`src/rtl/crc_pkg.sv`:
```
// ----------------------------------------------------------------------------
// crc_pkg
// Shared definitions for the CRC stream checker and its generator partner.
//   state_t    : checker FSM states (IDLE, SHIFT, DONE)
//   CRC32_POLY : standard CRC-32 generator, bit 32 = x^32
//   crc_step   : one MSB-first mod-2 division step of width w
// ----------------------------------------------------------------------------
package crc_pkg;

  typedef enum logic [1:0] {
    IDLE,
    SHIFT,
    DONE
  } state_t;

  localparam int CRC_MAX_W = 64;

  localparam logic [32:0] CRC32_POLY = 33'h104C11DB7;

  // The step is computed at CRC_MAX_W bits so one function serves any width
  // up to 64; callers zero-extend their operands and truncate the result.
  // The x^w term of the generator is implicit: the bit leaving the top of
  // the remainder decides whether the low w bits of the polynomial apply.
  function automatic logic [CRC_MAX_W-1:0] crc_step(
    input logic [CRC_MAX_W-1:0] r,
    input logic                 b,
    input logic [CRC_MAX_W-1:0] poly,
    input int unsigned          w
  );
    logic [CRC_MAX_W-1:0] nxt;
    nxt = (r << 1) | CRC_MAX_W'(b);
    if (r[w-1]) begin
      nxt = nxt ^ poly;
    end
    return nxt;
  endfunction

endpackage

```
`src/rtl/crc_div_serial.sv`:
```
// ----------------------------------------------------------------------------
// crc_div_serial
// Bit-serial MSB-first polynomial divider. A word loaded with 'load' is
// shifted into the running remainder one bit per cycle over WIDTH cycles.
// The remainder accumulates across words until 'clear'.
//   clk, rst  : clock, async active-high reset
//   load      : capture 'word' and start shifting
//   clear     : zero the remainder (end of frame)
//   word      : data word to divide
//   poly      : generator polynomial without the implicit x^WIDTH term
//   busy      : a word is being shifted
//   done      : high in the cycle whose edge shifts the word's final bit
//   remainder : running remainder
// ----------------------------------------------------------------------------
module crc_div_serial
  import crc_pkg::*;
#(
  parameter int WIDTH = 32
) (
  input  logic             clk,
  input  logic             rst,
  input  logic             load,
  input  logic             clear,
  input  logic [WIDTH-1:0] word,
  input  logic [WIDTH-1:0] poly,
  output logic             busy,
  output logic             done,
  output logic [WIDTH-1:0] remainder
);

  localparam int BIT_W = (WIDTH > 1) ? $clog2(WIDTH) : 1;
  localparam logic [BIT_W-1:0] LAST_BIT = BIT_W'(WIDTH - 1);

  logic [WIDTH-1:0] sr;
  logic [WIDTH-1:0] r;
  logic [BIT_W-1:0] bit_cnt;
  logic             busy_q;

  assign busy      = busy_q;
  assign done      = busy_q && (bit_cnt == LAST_BIT);
  assign remainder = r;

  // Shift register feeds its MSB into the remainder each busy cycle; the
  // remainder is only ever cleared explicitly so it spans a whole frame.
  always_ff @(posedge clk or posedge rst) begin
    if (rst) begin
      sr      <= '0;
      r       <= '0;
      bit_cnt <= '0;
      busy_q  <= 1'b0;
    end else if (clear) begin
      r       <= '0;
      bit_cnt <= '0;
      busy_q  <= 1'b0;
    end else if (load) begin
      sr      <= word;
      bit_cnt <= '0;
      busy_q  <= 1'b1;
    end else if (busy_q) begin
      sr      <= {sr[WIDTH-2:0], 1'b0};
      r       <= WIDTH'(crc_step(CRC_MAX_W'(r), sr[WIDTH-1],
                                 CRC_MAX_W'(poly), WIDTH));
      bit_cnt <= bit_cnt + 1'b1;
      if (bit_cnt == LAST_BIT) begin
        busy_q <= 1'b0;
      end
    end
  end

endmodule

```
`config.mk`:
```
export PLATFORM = sky130hd
export DESIGN_NAME = crc_div_serial
export DESIGN_NICKNAME = d
export VERILOG_FILES = /design/src/rtl/crc_pkg.sv /design/src/rtl/crc_div_serial.sv
export SDC_FILE = /design/constraint.sdc
export NUM_CORES = 1
export LEC_CHECK = 0
export CAP_MARGIN = 25
export CORE_ASPECT_RATIO = 1.25
export CORE_UTILIZATION = 48
export DETAILED_ROUTE_END_ITERATION = 8
export PLACE_DENSITY = 0.82
export SKIP_CTS_REPAIR_TIMING = 1
export SYNTH_ARGS = -nofsm -noshare
export SYNTH_HDL_FRONTEND = slang
export SYNTH_SLANG_ARGS = --single-unit
```
`constraint.sdc`:
```
create_clock -name clk -period 6.2 [get_ports clk]
set_clock_uncertainty 0.2 [all_clocks]
set_input_delay 1.55 -clock clk [delete_from_list [all_inputs] [get_ports clk]]
set_output_delay 1.55 -clock clk [all_outputs]
set_load 0.01 [all_outputs]
```
==> results.json <==
{
  "synth_top_family_by_area": "compound AO/OA/AOI/OAI gates",
  "ys_warn_count": 0,
  "pwr-share-seq_pct": 49.0,
  "maxSlewViolCount": 0,
  "cts.sinks": 70,
  "clock_path_buffers": 2,
  "core_sq_um": 6650,
  "vias": 2530,
  "power_frac_clock_pct": 38.9,
  "vdd_drop_max_v": 0.000159,
  "netlist_area_sq_um": 3350,
  "wirelength_mm": 7.00,
  "critPathArrivalTime_ns": 1.97,
  "path_class": "flip-flop to output pin",
  "rsz0062_at_grt": "false",
  "cts_buffers": 9,
  "die_h_um": 95.4,
  "crit_fanout": 3,
  "drtPass1Iterations": 4,
  "io_pins": 102,
  "hold_viol": 0,
  "place_ws_ns": 2.47,
  "area_growth_pct": 37.3,
  "n_antenna_cell": 0,
  "fp.dieW_um": 76.7,
  "clk_latency_ns": 0.35,
  "place_congestion": 0.731,
  "p_sw_uw": 253,
  "r2r_setup_slack_ns": 4.28,
  "maxSlewHeadroom_pct": 35.2,
  "setup_viol": 0,
  "post-route-util_pct": 69.1,
  "hold_path_class": "flip-flop to flip-flop",
  "synth_adder_area_share_pct": 0.747,
  "yosys.area_share.xor_xnor_pct": 9.16,
  "vias_per_cell": 5.15,
  "cts.clk_slew.worst_paths_ns": 0.07,
  "crit_required_ns": 4.45,
  "p_leak_nw": 1.96,
  "cts_tree": "built",
  "cp-start-kind": "flip-flop",
  "grt_max_degree": 71,
  "dieArea_sq_um": 7320,
  "synth_fp_nets": 375,
  "gr-total-overflow": 0,
  "cap_violations": 0,
  "min_period_ns": 3.72,
  "synthMuxAreaShare_pct": 9.87,
  "synth_area_per_cell_sq_um": 11.0,
  "root_buffer": "clkbuf_8",
  "power.density_nw_per_um2": 230,
  "io_buffers": 101,
  "finalCritPeriodShare_pct": 60.0,
  "yosys.area_share.simple_pct": 8.71,
  "synth_seq_cells": 70,
  "drc": 0,
  "htree_levels": 3,
  "postPlaceCellArea_sq_um": 4340,
  "worst_slew_pin_slew_ns": 0.971,
  "ant_nets": 0,
  "power.internal_uw": 803,
  "layout-drive-gt1-share_pct": 5.94,
  "start_util_pct": 50.4,
  "synth-compound-area-share_pct": 14.5,
  "place_hpwl_mm": 4.61,
  "status": "finished, final reports clean",
  "drt_iter0_drc": 97,
  "endpoint_kind": "output pin",
  "fin_nets": 469,
  "syn_inst": 305,
  "nFillCells": 533,
  "stdcell_area_sq_um": 4600,
  "avgRoutedWirePerCell_um": 14.2,
  "first_global_vias": 2372,
  "grt_pass1_wl_mm": 11.3,
  "p_sw_share_pct": 24.0,
  "grt_usage_pct": 19.9,
  "synth.distinct_cells": 24,
  "comb_power_share_pct": 12.1,
  "timing.fmax_ghz": 0.269,
  "worst_slack_ns": 2.48,
  "yosysSeqAreaShare_pct": 52.3,
  "antenna_found_initial": 0,
  "tns_ns": 0,
  "rows": 33
}
==> power by group through the flow <==
stage               Clock [mW]  Combinational (mW)  Sequential (mW)
global placement             0               0.124            0.524
CTS                      0.420               0.130            0.518
detailed placement           0               0.130            0.526
finish                   0.411               0.128            0.518
global route             0.439               0.144            0.523
floorplan                    0              0.0770            0.518
==> cell type report <==
| class | count | area, sq um | area share, % |
|---|---|---|---|
| Sequential cell | 70 | 1750 | 38.1 |
| Multi-Input combinational cell | 211 | 1440 | 31.3 |
| Timing Repair Buffer | 104 | 1060 | 23.1 |
| Clock buffer | 11 | 141 | 3.08 |
| Tap cell | 87 | 109 | 2.37 |
| Clock inverter | 5 | 82.6 | 1.80 |
| Inverter | 3 | 11.3 | 0.245 |
==> flip-flops by register name, summed over array words and instances, names as in the netlist <==
signal / flops
remainder: 32
sr: 32
bit_cnt: 5
busy: 1
==> worst max-delay path: stages (launching register included) <==
cell,delay (ns)
dfrtp_1,0.41
ha_1,0.22
and3_1,0.18
ha_1,0.19
and2_1,0.16
clkdlybuf4s50_1,0.47
==> per-stage QoR <==
stage | power (mW) | hold slack (ns) | std cells
final | 1.06 | 0.283 | 491
after global placement | 0.647 | 0.261 | 473
after floorplan | 0.595 | 0.249 | 305
after global routing | 1.11 | 0.326 | 491
after detailed placement | 0.656 | 0.273 | 474
after CTS | 1.07 | 0.289 | 490
==> synthesized netlist by cell type, drive strengths merged <==
cell type	instances	share of area, %
o21ai	31	4.6
xor2	34	8.9
and2	1	0.19
nand2	65	7.3
dfrtp	70	52
o21bai	1	0.56
inv	3	0.34
nand4	1	0.19
mux2i	33	9.9
nor2	5	0.56
nand3	1	0.30
a21oi	2	0.64
buf	19	4.1
a32o	1	0.30
and3	1	0.19
o2bb2ai	32	8.4
ha	2	0.75
clkbuf	2	0.30
xnor2	1	0.26
==> cell usage in the layout (no fill, tap or decap), drive strengths merged, types with 2 or more instances in the layout <==
cell type,instances
nand2,65
o2bb2ai,32
mux2i,33
buf,4
clkdlybuf4s50,100
clkinv,3
clkbuf,11
o21ai,31
nor2,5
xor2,34
dfrtp,70
a21oi,2
ha,2
bufinv,2
inv,3
==> routing by layer <==
metal  track usage (%)  routed length, um  vias up
met4              10.6                130        0
met5                 0                  0        -
met1              26.2               3360     1201
li1                  -                  -     1232
met3              3.06                283       12
met2              31.9               3220       85
==> path summary, 6_finish.rpt <==
| path | startpoint | to | cells after the start |
|---|---|---|---|
| worst min-delay path | sr[18] | sr[18] | 2 |
| worst min register to register | sr[18] | sr[18] | 2 |
| worst max register to register | busy | remainder[3] | 2 |
| max in group asynchronous | rst | sr[13] | 3 |
| worst max-delay path | bit_cnt[0] | done | 5 |
| min in group asynchronous | rst | remainder[10] | 3 |
==> cells by family after synthesis <==
logic type / Yosys count
buffers and inverters: 24
flip-flops: 70
XOR/XNOR: 35
AND/OR/NAND/NOR: 74
adder cells (fa/ha/maj): 2
multiplexers: 33
AO/OA/AOI/OAI: 67
Note: power is estimated with default switching activity, not from simulation.
